**src/rtl/pe_pkg.sv**
```systemverilog
// Shared types and sizing helpers for the streaming MAC processing element.
package pe_pkg;

    typedef enum logic [1:0] {
        PAUSE  = 2'b00,
        SINGLE = 2'b01,
        CONT   = 2'b10,
        CLEAR  = 2'b11
    } mode_t;

    typedef enum logic [1:0] {
        IDLE  = 2'b00,
        RUN   = 2'b01,
        DRAIN = 2'b10,
        HOLD  = 2'b11
    } pe_state_t;

    // Smallest accumulator that cannot wrap over a full window of max-value taps.
    function automatic int min_acc_w(input int data_w, input int kernel_len);
        return 2 * data_w + $clog2(kernel_len);
    endfunction

endpackage

```
**src/rtl/pe_mac_stream_mult.sv**
```systemverilog
// Two-stage registered multiplier (operand register, product register).
// Valid and last-tap tags travel alongside the data so the accumulator
// knows when a window closes.
module pe_mult_stage #(
    parameter int DATA_W = 8
) (
    input  logic                  clk,
    input  logic                  rst,
    input  logic                  en,
    input  logic                  flush,
    input  logic                  tap_valid,
    input  logic                  tap_last,
    input  logic [DATA_W-1:0]     a,
    input  logic [DATA_W-1:0]     b,
    output logic                  prod_valid,
    output logic                  prod_last,
    output logic [2*DATA_W-1:0]   prod,
    output logic                  busy
);

    logic [DATA_W-1:0] a_q;
    logic [DATA_W-1:0] b_q;
    logic              v1;
    logic              l1;

    // S1: capture operands and tags; flush drops whatever is in flight.
    always_ff @(posedge clk or posedge rst) begin
        if (rst) begin
            a_q <= '0;
            b_q <= '0;
            v1  <= 1'b0;
            l1  <= 1'b0;
        end else if (flush) begin
            v1 <= 1'b0;
            l1 <= 1'b0;
        end else if (en) begin
            a_q <= a;
            b_q <= b;
            v1  <= tap_valid;
            l1  <= tap_last;
        end
    end

    // S2: full-precision product register.
    always_ff @(posedge clk or posedge rst) begin
        if (rst) begin
            prod       <= '0;
            prod_valid <= 1'b0;
            prod_last  <= 1'b0;
        end else if (flush) begin
            prod_valid <= 1'b0;
            prod_last  <= 1'b0;
        end else if (en) begin
            prod       <= {{DATA_W{1'b0}}, a_q} * {{DATA_W{1'b0}}, b_q};
            prod_valid <= v1;
            prod_last  <= v1 & l1;
        end
    end

    assign busy = v1 | prod_valid;

endmodule

```
**src/rtl/pe_mac_stream.sv**
```systemverilog
// Streaming MAC processing element: accumulates KERNEL_LEN products per
// window and presents one shifted, saturated result per window.
//
// state | meaning
// IDLE  | no window open, waiting for SINGLE or CONT
// RUN   | accepting taps (stalled by a full, unconsumed result)
// DRAIN | last tap of a SINGLE window in flight, no new taps
// HOLD  | SINGLE window finished, waiting for PAUSE/CLEAR
module pe_mac_stream
    import pe_pkg::*;
#(
    parameter int DATA_W     = 8,
    parameter int OUT_W      = 8,
    parameter int KERNEL_LEN = 9,
    parameter int ACC_W      = 20,
    parameter int SHIFT      = 0,
    localparam int CNT_W     = $clog2(KERNEL_LEN + 1)
) (
    input  logic              clk,
    input  logic              rst,
    input  logic [1:0]        mode_i,
    input  logic              in_valid,
    output logic              in_ready,
    input  logic [DATA_W-1:0] pe_in,
    input  logic [DATA_W-1:0] pe_filter,
    output logic              out_valid,
    input  logic              out_ready,
    output logic [OUT_W-1:0]  pe_out,
    output logic              ovf_o,
    output logic              window_done,
    output logic [CNT_W-1:0]  tap_count
);

    if (ACC_W < min_acc_w(DATA_W, KERNEL_LEN)) begin : g_acc_w_check
        $error("pe_mac_stream: ACC_W too small for DATA_W/KERNEL_LEN");
    end
    if (KERNEL_LEN < 2) begin : g_klen_check
        $error("pe_mac_stream: KERNEL_LEN must be at least 2");
    end

    mode_t                mode;
    pe_state_t            state;
    pe_state_t            state_nxt;
    logic                 enable;
    logic                 clear;
    logic                 accept;
    logic                 last_tap;
    logic                 prod_valid;
    logic                 prod_last;
    logic [2*DATA_W-1:0]  prod;
    logic                 busy;
    logic                 load;
    logic [ACC_W-1:0]     acc;
    logic [ACC_W-1:0]     sum;
    logic [ACC_W-1:0]     shifted;
    logic                 sat;

    assign mode     = mode_t'(mode_i);
    assign clear    = (mode == CLEAR);
    assign enable   = !(out_valid && !out_ready);
    assign accept   = in_valid && in_ready;
    assign last_tap = accept && (tap_count == CNT_W'(KERNEL_LEN - 1));

    pe_mult_stage #(.DATA_W(DATA_W)) u_mult (
        .clk        (clk),
        .rst        (rst),
        .en         (enable),
        .flush      (clear),
        .tap_valid  (accept),
        .tap_last   (last_tap),
        .a          (pe_in),
        .b          (pe_filter),
        .prod_valid (prod_valid),
        .prod_last  (prod_last),
        .prod       (prod),
        .busy       (busy)
    );

    assign load    = enable && prod_valid && prod_last && !clear;
    assign sum     = acc + ACC_W'(prod);
    assign shifted = sum >> SHIFT;
    assign sat     = |(shifted >> OUT_W);

    // State register.
    always_ff @(posedge clk or posedge rst) begin
        if (rst) state <= IDLE;
        else     state <= state_nxt;
    end

    // Next-state and tap acceptance; CLEAR overrides every state.
    always_comb begin
        state_nxt = state;
        in_ready  = 1'b0;
        if (clear) begin
            state_nxt = IDLE;
        end else begin
            case (state)
                IDLE: begin
                    if (mode == SINGLE || mode == CONT) state_nxt = RUN;
                end
                RUN: begin
                    in_ready = enable && (mode == SINGLE || mode == CONT);
                    if (last_tap && mode == SINGLE)
                        state_nxt = DRAIN;
                    else if (mode == PAUSE && tap_count == '0 && !busy)
                        state_nxt = IDLE;
                end
                DRAIN: begin
                    if (load) state_nxt = (mode == CONT) ? RUN : HOLD;
                end
                HOLD: begin
                    if (mode == PAUSE) state_nxt = IDLE;
                end
                default: state_nxt = IDLE;
            endcase
        end
    end

    // Taps accepted in the open window; wraps on the window's last tap.
    always_ff @(posedge clk or posedge rst) begin
        if (rst)         tap_count <= '0;
        else if (clear)  tap_count <= '0;
        else if (accept) tap_count <= last_tap ? '0 : tap_count + CNT_W'(1);
    end

    // S3: accumulate; the closing product empties acc as the result loads.
    always_ff @(posedge clk or posedge rst) begin
        if (rst)                          acc <= '0;
        else if (clear)                   acc <= '0;
        else if (enable && prod_valid)    acc <= prod_last ? '0 : sum;
    end

    // Result register; a pending result survives CLEAR.
    always_ff @(posedge clk or posedge rst) begin
        if (rst) begin
            out_valid   <= 1'b0;
            pe_out      <= '0;
            ovf_o       <= 1'b0;
            window_done <= 1'b0;
        end else begin
            window_done <= load;
            if (load) begin
                out_valid <= 1'b1;
                pe_out    <= sat ? '1 : OUT_W'(shifted);
                ovf_o     <= sat;
            end else if (out_ready) begin
                out_valid <= 1'b0;
            end
        end
    end

endmodule

```
**config.mk**
```make
export PLATFORM = sky130hd
export DESIGN_NAME = pe_mac_stream
export DESIGN_NICKNAME = d
export VERILOG_FILES = /design/src/rtl/pe_pkg.sv /design/src/rtl/pe_mac_stream_mult.sv /design/src/rtl/pe_mac_stream.sv
export SDC_FILE = /design/constraint.sdc
export NUM_CORES = 1
export LEC_CHECK = 0
export ABC_AREA = 1
export ABC_CLOCK_PERIOD_IN_PS = 4110
export BUFFER_PORTS_ARGS = -buffer_cell sky130_fd_sc_hd__buf_2
export CAP_MARGIN = 40
export CORE_ASPECT_RATIO = 0.5
export CORE_MARGIN = 3
export CORE_UTILIZATION = 50
export DETAILED_ROUTE_END_ITERATION = 8
export GPL_ROUTABILITY_DRIVEN = 1
export HOLD_SLACK_MARGIN = 0.08
export PLACE_DENSITY = 0.7
export SLEW_MARGIN = 20
export SYNTH_ARGS = -nofsm -noshare
export SYNTH_HDL_FRONTEND = slang
export SYNTH_SLANG_ARGS = --single-unit
```
**constraint.sdc**
```tcl
create_clock -name clk -period 4.11 [get_ports clk]
set_input_delay 0 -clock clk [delete_from_list [all_inputs] [get_ports clk]]
set_output_delay 0 -clock clk [all_outputs]
set_load 0.01 [all_outputs]
```
; ---- Word-level counts from Yosys, hierarchy flattened
; Cells that the tools add are included.
[classes]
n_addsub = 2
n_mul = 1
eq_ne = 12
mux = 27
bitwise = 4
n_reduce_logical = 24
[ops]
columns = cell, n
row1 = $mux 20, 3
row2 = $add 20x16->20, 1
row3 = $mul 8x8->16, 1
row4 = $mux 2, 7
row5 = $mux 1, 12
row6 = $mux 4, 3
row7 = $reduce_or 12->1, 1
row8 = $logic_and 1x1->1, 10
row9 = $ne 3x3->1 const B, 3
row10 = $eq 2x2->1 const B, 4
row11 = $mux 8, 1
row12 = $pmux 2 s4, 1
row13 = $reduce_bool 2->1, 3
row14 = $add 4x1->4 const B, 1
row15 = $eq 2x1->1 const B, 2
row16 = $eq 4x4->1 const B, 1
row17 = $logic_not 1->1, 4
row18 = $logic_not 2->1, 2
row19 = $logic_not 4->1, 1
row20 = $ne 4x4->1 const B, 1
row21 = $reduce_and 4->1, 1
row22 = $ne 2x2->1 const B, 1
row23 = $not 1->1, 2
row24 = $reduce_and 2->1, 1
row25 = other kinds (3), 3
[totals]
reg_bits = 73
out_inout_bits = 16
wordCells = 84

; ---- Depth between registers and ports, before layout
[logic_depth]
word_depth = 12
mapped_depth = 21
mapped_depth_nobuf = 20

; ---- Cells and area by module
; Synthesis repeated with hierarchy kept, for this count alone.
[unflattened]
cells_unflattened = 955
hier_area_um2 = 6754.0
[by_module_without_submodules]
columns = mod, n_inst, cells_each, area_per_inst_um2, seq_area_each_um2
row1 = pe_mult_stage, 1, 516, 3719.8, 900.9
row2 = pe_mac_stream, 1, 439, 3034.2, 925.9

; ---- Least setup slack after synthesis
; No wires, ideal clock.
[synth_path]
kind = reg2reg
startpoint = register u_mult.a_q[0]
endpoint = register u_mult.prod[12]
setup_ps = 131
arrival_time_ps = 4072
path_slack_ps = -93
path_stages_with_launch = 17
period_less_slack_ps = 4203
path_cell_list = dfrtp_1 -> clkbuf_1 -> nand2_1 -> fa_1 -> fa_1 -> inv_1 -> fa_1 -> inv_1 -> fa_1 -> inv_1 -> ha_1 -> a21o_1 -> a21oi_1 -> o21ai_0 -> a21oi_1 -> xor2_1 -> o21ai_0
[synth_via]
elab_chain_len = 1
[synth_rtl]
columns = item, line
row1 = start: declaration, pe_mac_stream_mult.sv:21  ; logic [DATA_W-1:0] a_q;
row2 = start signal: assignment, pe_mac_stream_mult.sv:29  ; a_q <= '0;
row3 = start signal: assignment, pe_mac_stream_mult.sv:37  ; a_q <= a;
row4 = $mul 8x8->16, pe_mac_stream_mult.sv:54  ; prod <= {{DATA_W{1'b0}}, a_q} * {{DATA_W{1'b0}}, b_q};
row5 = end signal: assignment, pe_mac_stream_mult.sv:54
row6 = end: declaration, pe_mac_stream_mult.sv:17  ; output logic [2*DATA_W-1:0] prod,
; No other way between the ends.
; A chain may end at the register's enable or synchronous reset.

; ---- Final worst setup path
[layout_path]
startpoint = register u_mult.b_q[3]
endpoint = register u_mult.prod[14]
[layout_via]
elab_chain_len = 1
[layout_rtl]
columns = item, line
row1 = start: declaration, pe_mac_stream_mult.sv:22  ; logic [DATA_W-1:0] b_q;
row2 = start signal: assignment, pe_mac_stream_mult.sv:30  ; b_q <= '0;
row3 = start signal: assignment, pe_mac_stream_mult.sv:38  ; b_q <= b;
row4 = $mul 8x8->16, pe_mac_stream_mult.sv:54
; No other way between the ends.

==> metrics.yaml <==
status: "complete, no violations"
via_count: 5762
ys_seq_area_share_pct: 28.1
p_per_area_nw_per_um2: 545
synth_area_um2: 6500
port-buffer-count: 37
setup_viol: 0
p_clk_share_pct: 21.7
syn_inst: 898
hold_viol_final: 0
row_count: 28
yosys_warnings: 0
rsz0062_at_grt: "true"
crit_cells: 18
drv_slew: 0
cp-startpoint: "u_mult.b_q[3]$_DFFE_PP0P_"
wirelength_um: 15000
max_stage_delay_ns: 0.59
final_common_cell: "nand2_1"
cpMostUsedCell: "fa_1"
grt_max_degree: 58
fin_crit_sh_pct: 95.8
die_x_um: 167
crit_required_ns: 4.34
cp-endpoint: "u_mult.prod[14]$_DFFE_PP0P_"
clk_pin_slew_worst_paths_ns: 0.06
clock_latency_ns: 0.34
fp.dieH_um: 86.6
n_antenna_cell: 0
syn_to_final_growth_pct: 19.9
path_max_fanout: 6
viasPerCell: 5.02
max_freq_mhz: 254
final_cell_mix: "299 x nand2_1, 169 x inv_1, 65 x dfrtp_1"
synth_cell_types: 34
io_pins: 38
place_hpwl_um: 11200
path_class: "reg -> reg"
p_int_uw: 2430
crit_slowest_cell: "fa_1"
fin_area_um2: 7790
cts-htree-levels: 3
holdWs_ns: 0.137
final_antenna_net_count: 0
initial_utilization_pct: 53.1
clk_path_buf_depth: 2
wire_per_inst_um: 13.1
switching_share_pct: 42.8
critPathArrivalTime_ns: 4.16
slew-limit-headroom_pct: 49.5
worst_pin_slew_ns: 0.757
cp_num_buf_inv: 4
drt-initial-drc-count: 299
antenna_found_initial: 0
first_global_vias: 5558
synth_fp_nets: 1015
coreArea_um2: 12200
ys_seq_elements: 73
critPathTopFamily: "adder cells"
synth_area_per_cell_um2: 7.23
reg2reg_to: "u_mult.prod[14]$_DFFE_PP0P_"
cts_tree: "done"
seq_power_share_pct: 23.3
cap_violations: 0
hold_class: "in -> reg"
grt_usage_pct: 21.3
fin_skew_ns: 0.00674
cts_root_buffer: "clkbuf_16"
layout_min_cycle_time_ns: 3.94
cts_made_buffers: 9
r2r-start: "u_mult.b_q[3]$_DFFE_PP0P_"
end_kind: "flip-flop"
irDropWorstVdd_v: 0.000270
nNetsFinal: 1094
grt_overflow_total: 0
fin_setup_tns_ns: 0
path_cells: "buf_6 -> nand2_4 -> fa_1 -> fa_1 -> inv_2 -> fa_1 -> inv_2 -> fa_1 -> inv_2 -> ha_4 -> a21o_1 -> nand3_1 -> nand2_1 -> nand2_1 -> nand4_1 -> or2_4 -> nand3_2 -> nand2_1"
grt_pass1_wl_um: 25500
dpl_cell_area_um2: 7000
power_uw: 4240
drc: 0
rrSetupSlack_ns: 0.17
switching_power_uw: 1820
dr.pass1.iters: 5
p_comb_share_pct: 55.0
cp-start-kind: "flip-flop"
nFillCells: 1052
leakage_uw: 0.00458
finalWeightedCongestion: 0.916
clkSinkCount: 73
drive_gt1_share_pct: 17.1
die-area_um2: 14500
reg2regPathDepth: 18
==> worst min path at each step <==
stage / startpoint / endpoint / slack, ns / cells after the start
after floorplan: pe_in[0] / u_mult.a_q[0]$_DFFE_PP0P_ / 0.11 / 2
after global placement: pe_in[5] / u_mult.a_q[5]$_DFFE_PP0P_ / 0.19 / 3
after detailed placement: rst / u_mult.a_q[0]$_DFFE_PP0P_ / 0.03 / 3
after CTS: mode_i[1] / state[1]$_DFFE_PP0P_ / 0.13 / 5
after global routing: mode_i[1] / state[1]$_DFFE_PP0P_ / 0.17 / 5
final: mode_i[1] / state[1]$_DFFE_PP0P_ / 0.14 / 5
==> what timing repair did <==
action | in CTS | in global routing
setup endpoints to repair | 4 | 8
resized for setup | 11 | 29
pin swaps | 4 | 29
buffers inserted | 7 | 6
endpoints found under the hold margin | 95 | 0
hold buffers | 19 | 0
==> area by class of cell <==
cell class              instances  area, µm²  area share, %
multi-input cells             610       4000           51.3
flip-flops and latches         73       1840           23.6
clock buffers                   9        225           2.89
well taps                     165        206           2.65
repair buffers                 96        703           9.03
inverters                     187        702           9.01
clock inverters                 7        118           1.51
==> state kept, by name (all words and copies together) (netlist names) <==
name,cells
window_done,1
u_mult.l1,1
u_mult.v1,1
u_mult.prod_valid,1
u_mult.a_q,8
out_valid,1
u_mult.b_q,8
state,2
u_mult.prod,16
tap_count,4
ovf_o,1
pe_out,8
u_mult.prod_last,1
acc,20
==> power by group through the flow <==
stage               clock network, µW  registers, µW  logic [µW]
floorplan                           0            941        1570
global placement                    0            996        1990
detailed placement                  0            999        2030
CTS                               929            987        2140
global route                      963           1000        2650
finish                            921            991        2330
==> routing by layer <==
metal  vias to the layer above  track usage, %  wire length, µm
met2                       149            35.8             6820
met3                        15            3.60              721
met1                      2691            29.5             7370
met5                         -               0                0
li1                       2907               -                -
met4                         0            4.68              120
==> tightest hold or removal path, cell delays in order <==
cell and delay [ns]:
buf_2 0.10, ha_1 0.14, o31ai_1 0.06, nand2_1 0.06, o22ai_1 0.07
==> kinds of logic (layout without fill, tap and decap cells) <==
group                      count (synthesis)  in the layout  share of synthesized area (%)
and+or+nand+nor                          426            426                           27.7
buffers and inverters                    215            299                           12.4
adders and majority gates                 95             95                           22.6
DFF                                       73             73                           28.1
AOI/OAI and AO/OA                         71             71                           6.70
xor gates and xnor gates                  18             18                           2.43
==> through the flow <==
stage / util [%] / worst slack, ns / cells
2_1_floorplan: - / 0.00334 / 898
3_3_place_gp: 57.1 / 0.00311 / 1098
3_5_place_dp: 57.3 / -0.0564 / 1099
4_1_cts: 62.4 / 0.0140 / 1141
5_1_grt: 63.7 / -0.0301 / 1147
6_report: 63.7 / 0.173 / 1147
==> cells in the mapped netlist <==
master	number	share of area, %
dfrtp_1	73	28
nand3_2	4	0.62
nor3_1	7	0.54
nand4_1	11	1.1
inv_1	173	10
o21ai_0	24	1.8
inv_2	13	0.75
xnor2_1	9	1.2
o31ai_1	1	0.12
nor2_4	3	0.52
a21oi_2	1	0.13
a22oi_1	1	0.12
clkinv_1	1	0.058
xor2_1	9	1.2
nor3_2	1	0.15
nand3_1	44	3.4
nor2_2	4	0.39
nor2_1	31	1.8
a21o_1	3	0.35
a211oi_1	1	0.12
or2_2	5	0.48
and3_1	1	0.096
nand2_1	302	17
nand2_2	11	1.1
fa_1	37	11
o22ai_1	6	0.58
and2_1	2	0.19
a21oi_1	22	1.7
a32o_1	10	1.5
buf_2	1	0.077
ha_1	58	11
o21ai_1	1	0.077
clkbuf_1	27	1.6
o32ai_1	1	0.13
Power figures use the tool's default switching activity.
